===== src/rtl/rr_mux_if.sv =====
// Bundle between eight requesters, the shared 8:1 mux scheduler and its downstream consumer.
// The master side is the requesters plus consumer; the slave side is the scheduler.
interface rr_mux_if #(
  parameter int unsigned DW = 8
);
  logic [7:0]      req;
  logic [8*DW-1:0] din;
  logic            out_ready;
  logic            out_valid;
  logic [DW-1:0]   out_data;
  logic [2:0]      sel;
  logic [7:0]      grant;
  logic            busy;

  modport master (
    output req,
    output din,
    output out_ready,
    input  out_valid,
    input  out_data,
    input  sel,
    input  grant,
    input  busy
  );

  modport slave (
    input  req,
    input  din,
    input  out_ready,
    output out_valid,
    output out_data,
    output sel,
    output grant,
    output busy
  );
endinterface


===== src/rtl/rr_mux_scheduler.sv =====
// Round-robin arbiter owning the select of a shared 8:1 data mux. A grant lasts at most
// MAX_HOLD accepted words, or ends as soon as the granted requester drops its request.
module rr_mux_scheduler #(
  parameter int unsigned DW       = 8,
  parameter int unsigned MAX_HOLD = 4
) (
  input  logic       clk,
  input  logic       rst,
  rr_mux_if.slave    bus
);

  typedef enum logic [0:0] {StIdle, StGrant} state_e;

  state_e     state_q, state_d;
  logic [2:0] ptr_q, ptr_d;
  logic [2:0] sel_q, sel_d;
  logic [7:0] grant_q, grant_d;
  logic [3:0] hold_q, hold_d;

  logic [DW-1:0] lanes [8];
  logic [2:0]    pick;
  logic [2:0]    cand;
  logic          found;
  logic          sel_req;
  logic          xfer;
  logic          last_xfer;
  logic          release_now;

  for (genvar i = 0; i < 8; i++) begin : g_lanes
    assign lanes[i] = bus.din[i*DW +: DW];
  end

  // Cyclic first-one search starting at ptr_q.
  always_comb begin
    found = 1'b0;
    pick  = '0;
    cand  = '0;
    for (int k = 0; k < 8; k++) begin
      cand = ptr_q + 3'(k);
      if (!found && bus.req[cand]) begin
        found = 1'b1;
        pick  = cand;
      end
    end
  end

  assign sel_req     = bus.req[sel_q];
  assign xfer        = (state_q == StGrant) && sel_req && bus.out_ready;
  assign last_xfer   = xfer && (hold_q == 4'(MAX_HOLD - 1));
  assign release_now = (state_q == StGrant) && (!sel_req || last_xfer);

  always_comb begin
    state_d = state_q;
    ptr_d   = ptr_q;
    sel_d   = sel_q;
    grant_d = grant_q;
    hold_d  = hold_q;
    unique case (state_q)
      StIdle: begin
        if (found) begin
          state_d = StGrant;
          sel_d   = pick;
          grant_d = 8'b1 << pick;
          hold_d  = '0;
        end
      end
      StGrant: begin
        if (release_now) begin
          // sel is deliberately left at the last granted index.
          state_d = StIdle;
          ptr_d   = sel_q + 3'd1;
          grant_d = '0;
          hold_d  = '0;
        end else if (xfer) begin
          hold_d = hold_q + 4'd1;
        end
      end
      default: state_d = StIdle;
    endcase
  end

  always_ff @(posedge clk) begin
    if (rst) begin
      state_q <= StIdle;
      ptr_q   <= '0;
      sel_q   <= '0;
      grant_q <= '0;
      hold_q  <= '0;
    end else begin
      state_q <= state_d;
      ptr_q   <= ptr_d;
      sel_q   <= sel_d;
      grant_q <= grant_d;
      hold_q  <= hold_d;
    end
  end

  // out_valid follows the live request so an abandon is visible in the same cycle.
  always_comb begin
    bus.out_valid = 1'b0;
    bus.out_data  = '0;
    if (state_q == StGrant && sel_req) begin
      bus.out_valid = 1'b1;
      bus.out_data  = lanes[sel_q];
    end
  end

  assign bus.sel   = sel_q;
  assign bus.grant = grant_q;
  assign bus.busy  = (state_q == StGrant);

  a_grant_onehot0 : assert property (@(posedge clk) disable iff (rst) $onehot0(grant_q));
  a_grant_busy    : assert property (@(posedge clk) disable iff (rst)
                                     ((grant_q == '0) == (state_q == StIdle)));
  a_hold_bound    : assert property (@(posedge clk) disable iff (rst)
                                     (hold_q < 4'(MAX_HOLD)));

endmodule


===== src/flat_wrapper.sv =====
// flat-port wrapper written by rule: the top's interface ports become plain ports
module rr_mux_scheduler_flat 
#(
  parameter int unsigned DW       = 8,
  parameter int unsigned MAX_HOLD = 4
)
  (clk, rst, bus_req, bus_din, bus_out_ready, bus_out_valid, bus_out_data, bus_sel, bus_grant, bus_busy);
  rr_mux_if #(.DW(DW)) bus_i ();
  input  logic clk;
  input  logic rst;
  input wire logic [$bits(bus_i.req)-1:0] bus_req;
  input wire logic [$bits(bus_i.din)-1:0] bus_din;
  input wire logic [$bits(bus_i.out_ready)-1:0] bus_out_ready;
  output wire logic [$bits(bus_i.out_valid)-1:0] bus_out_valid;
  output wire logic [$bits(bus_i.out_data)-1:0] bus_out_data;
  output wire logic [$bits(bus_i.sel)-1:0] bus_sel;
  output wire logic [$bits(bus_i.grant)-1:0] bus_grant;
  output wire logic [$bits(bus_i.busy)-1:0] bus_busy;
  assign bus_i.req = bus_req;
  assign bus_i.din = bus_din;
  assign bus_i.out_ready = bus_out_ready;
  assign bus_out_valid = bus_i.out_valid;
  assign bus_out_data = bus_i.out_data;
  assign bus_sel = bus_i.sel;
  assign bus_grant = bus_i.grant;
  assign bus_busy = bus_i.busy;
  rr_mux_scheduler #(.DW(DW), .MAX_HOLD(MAX_HOLD)) u_core (.clk(clk), .rst(rst), .bus(bus_i));
endmodule

===== config.mk =====
export PLATFORM = sky130hd
export DESIGN_NAME = rr_mux_scheduler_flat
export DESIGN_NICKNAME = d
export VERILOG_FILES = /design/src/rtl/rr_mux_if.sv /design/src/rtl/rr_mux_scheduler.sv /design/src/flat_wrapper.sv
export SDC_FILE = /design/constraint.sdc
export NUM_CORES = 1
export LEC_CHECK = 0
export ABC_CLOCK_PERIOD_IN_PS = 3900
export BUFFER_PORTS_ARGS = -buffer_cell sky130_fd_sc_hd__buf_2
export CAP_MARGIN = 10
export CORE_MARGIN = 2
export CORE_UTILIZATION = 40
export CTS_BUF_LIST = sky130_fd_sc_hd__clkbuf_16
export DETAILED_ROUTE_END_ITERATION = 12
export GPL_TIMING_DRIVEN = 0
export PLACE_DENSITY = 0.69
export SETUP_SLACK_MARGIN = 0.15
export SLEW_MARGIN = 10
export SYNTH_ARGS = -nofsm -noshare
export SYNTH_HDL_FRONTEND = slang
export SYNTH_SLANG_ARGS = --single-unit

===== constraint.sdc =====
create_clock -name clk -period 3.9 [get_ports clk]
set_clock_uncertainty 0.05 [all_clocks]
set_input_delay 0.39 -clock clk [delete_from_list [all_inputs] [get_ports clk]]
set_output_delay 0.39 -clock clk [all_outputs]
set_load 0.02 [all_outputs]

==> metrics.csv, run 1 <==
stage;metric;value;unit
cells_and_area;mostFrequentLayoutCell;buf_2;
cells_and_area;fillers;499;
power_and_ir_drop;p_leak;1.237;nW
routing;vias;2196;
routing;drtAntennaViolNets;0;
critical_path;critical_path_class;register to register;
cts;clockBufferDepth;2;
cells_and_area;drive_gt1_share;50.17;%
routing;dr.pass1.iters;4;
routing;wirelength;6.339;mm
timing;min_period;3533;ps
power_and_ir_drop;power_frac_comb;67.3;%
run;drv_cap;0;
floorplan;fp.dieArea;6300;µm²
timing;fin_ws;367.0;ps
min_path;min_path_type;register to register;
timing;rsz0062_at_grt;no;
critical_path;cp.arrival;3620;ps
placement;place_ws;375.7;ps
floorplan;ioPinCount;96;
cells_and_area;final_cell_area;2918;µm²
timing;setup_viol;0;
floorplan;die_y;79.37;µm
cells_and_area;fin_nets;383;
cts;tritoncts;yes;
power_and_ir_drop;ir_worst_vdd;0.1950;mV
cts;post_cts_resized;0;
global_route;grt_pass1_vias;2195;
timing;finalCritPeriodShare;90.59;%
cells_and_area;finalCoreUtilization;52.99;%
cells_and_area;n_antenna_cell;0;
floorplan;die-width;79.37;µm
timing;tns;0;ps
cells_and_area;multi_input_area;1794;µm²
synth;synth-edff-count;0;
cts;path_clk_slew;50;ps
power_and_ir_drop;p_clk_share;14.8;%
floorplan;initial_utilization;41.26;%
power_and_ir_drop;power_frac_seq;17.9;%
placement;place.port_buffers;95;
placement;post-dp-hpwl;5.188;mm
floorplan;rows;27;
global_route;grt_max_degree;12;
routing;viasPerCell;5.856;
global_route;grt_pass1_wl;10.26;mm
routing;routedWlPerCell;16.90;µm
power_and_ir_drop;p_int;0.0007958;W
synth;ys_seq_area_share;16.74;%
synth;synthesis.area;2272;µm²
synth;synthTopCellsByArea;mux4_2 (28%), dfxtp_1 (17%), mux2i_1 (9.7%);
cells_and_area;final_cell_mix;buf_2 (98), mux4_2 (28), nor2_1 (25), mux2i_1 (22), dfxtp_1 (19);
timing;slew_viol_final;0;
power_and_ir_drop;power_density;477.9;nW/µm²
synth;yosys_warnings;0;
cts;cts_hold_buf;0;
routing;met2_length;3.438;mm
global_route;overflow;0;
power_and_ir_drop;power_switching;0.0005988;W
cts;numCtsBuffers;3;
timing;fmax;283.0;MHz
placement;gp_congestion;0.8492;
cts;cts_setup_buffers;0;
power_and_ir_drop;switching_share;42.94;%
cts;cts.sink_count;19;
cts;root_buffer;clkbuf_16;
routing;wl_met1;2.362;mm
critical_path;crit_required;3990;ps
synth;synth_top_area_share;27.75;%
cells_and_area;final-seq-area;380.4;µm²
critical_path;path_max_fanout;10;
synth;synth-main-ff-cell;dfxtp_1;
synth;synth_async_sr_flop_share;0;%
cells_and_area;syn_to_final_growth;28.41;%
synth;synthCells;204;
synth;synth_seq_cells;19;
routing;drc;0;
global_route;track_usage;20.55;%
synth;synthDistinctLibCells;54;
synth;synth_area_leader_cell;mux4_2;
cts;clkLatencyLatePin;250;ps
timing;hold_viol;0;
cts;h-tree-depth;1;
critical_path;endpoint_kind;register;
placement;place_area;2838;µm²
routing;dr_wl_met3;410;µm
global_route;antenna_found_initial;0;
timing;tightest_slew;727.3;ps
synth;syn_avg_cell_area;11.14;µm²
outcome;status;finished, final reports clean;
synth;synth_fp_nets;283;
critical_path;worst_setup_path_start_kind;register;
floorplan;core;5507;µm²
routing;routed.top_layer;met4;
timing;max_slew_margin;51.51;%
routing;drtIter0Drc;114;
[power by group through the flow]
| stage | Clock, W | Combinational (W) | Sequential [W] |
|---|---|---|---|
| finish | 0.000207 | 0.000939 | 0.000249 |
| global route | 0.000220 | 0.00102 | 0.000253 |
| CTS | 0.000207 | 0.000940 | 0.000250 |
| detailed placement | 0 | 0.000937 | 0.000254 |
| global placement | 0 | 0.000922 | 0.000254 |
| floorplan | 0 | 0.000695 | 0.000278 |
[metal layers]
layer	GRT usage, %	vias up
met5	0	-
met1	23.66	1072
met4	5.172	0
met3	3.507	12
li1	-	1016
met2	39.15	96
[synth_stat cells (all sizes together), types with 2 or more instances]
| cell type | n |
|---|---|
| nor3b | 2 |
| clkbuf | 5 |
| xnor2 | 5 |
| dfxtp | 19 |
| o21ai | 4 |
| nand2 | 13 |
| o21a | 3 |
| ha | 4 |
| a32o | 9 |
| a211oi | 2 |
| a22oi | 2 |
| inv | 5 |
| nor2 | 27 |
| buf | 8 |
| mux2 | 2 |
| mux2i | 24 |
| xor2 | 4 |
| nand2b | 3 |
| a221oi | 2 |
| nand3 | 3 |
| nor3 | 2 |
| mux4 | 31 |
| a21oi | 6 |
[registers in the layout, summed over array words and instances (netlist names)]
register / cells
u_core.bus.sel: 3
u_core.hold_q: 4
u_core.bus.busy: 1
u_core.ptr_q: 3
u_core.bus.grant: 8
[cells by family (layout without fill, tap and decap cells)]
logic type / Yosys count / count (layout) / share of synthesized area, %
multiplexers: 57 / 57 / 43.89
AND/OR/NAND/NOR: 57 / 57 / 13.88
AO/OA/AOI/OAI: 40 / 40 / 15.20
flip-flops: 19 / 19 / 16.74
buffers and inverters: 18 / 117 / 4.295
XOR/XNOR: 9 / 9 / 3.800
adder cells (fa/ha/maj): 4 / 4 / 2.203
[final timing paths]
check / start / to / slack (ps) / depth (start not counted)
worst max-delay path: u_core.ptr_q[0]$_SDFFE_PP0P_ / u_core.bus.grant[2]$_SDFFE_PP0P_ / 370 / 11
worst min-delay path: u_core.bus.grant[6]$_SDFFE_PP0P_ / u_core.bus.grant[6]$_SDFFE_PP0P_ / 410 / 1
worst max register to register: u_core.ptr_q[0]$_SDFFE_PP0P_ / u_core.bus.grant[2]$_SDFFE_PP0P_ / 370 / 11
worst min register to register: u_core.bus.grant[6]$_SDFFE_PP0P_ / u_core.bus.grant[6]$_SDFFE_PP0P_ / 410 / 1
[critical path: stages, from the launching register on]
cell and delay [ps]:
dfxtp_1 470, buf_6 200, inv_1 150, ha_1 330
buf_6 150, mux4_2 610, mux2i_4 300, o21ai_2 90
o22a_1 160, a221o_1 420, and3b_4 240, a32o_1 250
[area by class of cell]
type	instances	share of cell area, %
sequential	19	13.04
tap	72	3.087
inverter	5	0.6432
clock inverter	1	0.1715
multi-input combinational	167	61.49
buffer	13	2.702
clock buffer	3	2.573
timing repair buffer	95	16.30
[stage by stage]
| stage | hold slack [ps] | std cells | power, W |
|---|---|---|---|
| after detailed placement | 400.1 | 371 | 0.001191 |
| after global routing | 430.2 | 375 | 0.001493 |
| after floorplan | 435.6 | 204 | 0.0009732 |
| final | 411.8 | 375 | 0.001395 |
| after CTS | 412.7 | 375 | 0.001396 |
| after global placement | 399.5 | 371 | 0.001176 |
Power figures use the tool's default switching activity.
==> inputs of run 2 (changes only) <==
--- a/config.mk
+++ b/config.mk
@@ -5,15 +5,14 @@
 export SDC_FILE = /design/constraint.sdc
 export NUM_CORES = 1
 export LEC_CHECK = 0
-export ABC_CLOCK_PERIOD_IN_PS = 3900
 export BUFFER_PORTS_ARGS = -buffer_cell sky130_fd_sc_hd__buf_2
 export CAP_MARGIN = 10
 export CORE_MARGIN = 2
-export CORE_UTILIZATION = 40
+export CORE_UTILIZATION = 49
 export CTS_BUF_LIST = sky130_fd_sc_hd__clkbuf_16
 export DETAILED_ROUTE_END_ITERATION = 12
 export GPL_TIMING_DRIVEN = 0
-export PLACE_DENSITY = 0.69
+export PLACE_DENSITY = 0.82
 export SETUP_SLACK_MARGIN = 0.15
 export SLEW_MARGIN = 10
 export SYNTH_ARGS = -nofsm -noshare
==> run 2 against run 1 <==
Clock power about the same; sequential share of layout area increased by 0.11 points; first-iteration DRC count is 14% lower; final area shrank 0.86%; global-route usage increased by 4.3 points; setup slack better by 1.6 ps; core utilization increased by 13 points; hold slack gained 8.1 ps; largest cell class unchanged; highest routed layer unchanged.
==> metrics.csv, run 2 (synthesis gave the netlist of run 1 again) <==
stage;metric;value;unit
global_route;antenna_found_initial;0;
floorplan;initial_utilization;51.47;%
floorplan;die-width;72.10;µm
cells_and_area;finalNonFillerCells;355;
cells_and_area;n_antenna_cell;0;
run;drv_cap;0;
timing;tns;0;ps
min_path;min_path_cells;1;
cts;post_cts_resized;0;
timing;fmax;283.2;MHz
routing;wirelength;6.130;mm
timing;rsz0062_at_grt;no;
min_path;min_path_type;register to register;
cts;cts.sink_count;19;
cts;numCtsBuffers;3;
timing;setup_viol;0;
timing;finalCritPeriodShare;90.55;%
global_route;grt_max_degree;12;
floorplan;ioPinCount;96;
cells_and_area;syn_to_final_growth;27.31;%
critical_path;cp.arrival;3670;ps
cts;clockBufferDepth;2;
routing;drtAntennaViolNets;0;
global_route;track_usage;24.80;%
global_route;grt_use_met2;46.08;%
critical_path;critical_path_class;register to register;
cts;tritoncts;yes;
critical_path;endpoint_kind;register;
timing;fin_hold_ws;420.0;ps
cts;root_buffer;clkbuf_16;
global_route;grt_pass1_vias;2239;
cts;cts_setup_buffers;0;
routing;drtIter0Drc;98;
critical_path;path_max_fanout;10;
timing;fin_ws;368.6;ps
power_and_ir_drop;power_density;480.7;nW/µm²
cts;path_clk_slew;50;ps
placement;place_inst;351;
global_route;grtUsageMet1;29.76;%
cts;clkLatencyLatePin;250;ps
routing;routedWlPerCell;17.27;µm
cells_and_area;final_cell_mix;buf_2 (98), mux4_2 (28), nor2_1 (25), mux2i_1 (22), dfxtp_1 (19);
floorplan;fp.dieArea;5198;µm²
power_and_ir_drop;ir_worst_vdd;0.2859;mV
global_route;grt_pass1_wl;10.34;mm
routing;viasPerCell;6.172;
timing;max_slew_margin;51.86;%
critical_path;rr_worst_depth;11;
placement;place.port_buffers;95;
cells_and_area;mostFrequentLayoutCell;buf_2;
power_and_ir_drop;p_leak;1.237;nW
placement;place_ws;369.5;ps
critical_path;worst_setup_path_start_kind;register;
timing;min_period;3531;ps
critical_path;crit_required;4040;ps
cts;h-tree-depth;1;
cells_and_area;drive_gt1_share;50.17;%
floorplan;core;4414;µm²
placement;post-dp-hpwl;5.000;mm
cells_and_area;largest_register_ffs;8;
routing;dr.pass1.iters;4;
global_route;use_met3;3.333;%
routing;drc;0;
timing;slew_viol_final;0;
cells_and_area;fin_nets;383;
global_route;overflow;0;
placement;gp_congestion;0.8627;
timing;tightest_slew;722.1;ps
global_route;busiest_layer;met2;
timing;hold_viol;0;
outcome;status;finished, final reports clean;
cts;cts_hold_buf;0;
floorplan;rows;24;
routing;vias;2191;
floorplan;die_y;72.10;µm
-- run 2: layout make-up --
| type | instances | area (µm²) |
|---|---|---|
| Clock inverter | 1 | 5.005 |
| Multi-Input combinational cell | 167 | 1794 |
| Timing Repair Buffer | 95 | 475.5 |
| Inverter | 5 | 18.77 |
| Fill cell | 338 | 1521 |
| Tap cell | 52 | 65.06 |
| Buffer | 13 | 78.83 |
| Sequential cell | 19 | 380.4 |
| Clock buffer | 3 | 75.07 |
-- run 2: worst paths after layout --
| kind | slack [ps] | to | startpoint |
|---|---|---|---|
| worst min register to register | 420 | u_core.bus.grant[0]$_SDFFE_PP0P_ | u_core.bus.grant[0]$_SDFFE_PP0P_ |
| worst min-delay path | 420 | u_core.bus.grant[0]$_SDFFE_PP0P_ | u_core.bus.grant[0]$_SDFFE_PP0P_ |
| worst max register to register | 370 | u_core.bus.grant[4]$_SDFFE_PP0P_ | u_core.ptr_q[0]$_SDFFE_PP0P_ |
| worst max-delay path | 370 | u_core.bus.grant[4]$_SDFFE_PP0P_ | u_core.ptr_q[0]$_SDFFE_PP0P_ |
-- run 2: through the flow --
step	cell area, µm²	power, W	utilization, %
after floorplan	2272	0.0009732	-
after global placement	2813	0.001159	63.72
after detailed placement	2813	0.001181	63.72
after CTS	2893	0.001389	65.53
after global routing	2893	0.001486	65.53
final	2893	0.001391	65.53
-- run 2: worst max-delay path, cell delays in order, from the launching register on --
cell and delay, ps:
dfxtp_1 490, buf_6 210, inv_1 140, ha_1 320, buf_6 150, mux4_2 610, mux2i_4 300, o21ai_2 90
o22a_1 160, a221o_1 410, nor3b_2 330, a32o_1 210
-- run 2: layer usage --
layer,vias up,wire [µm]
met1,1055,2325
met2,106,3264
met5,-,0
li1,1018,-
met3,12,416
met4,0,124
-- run 2: report_power, final --
group	switching, W	internal [W]
sequential	0.0000256	0.000224
clock	0.0000710	0.000137
combinational	0.000498	0.000435
total	0.000595	0.000796
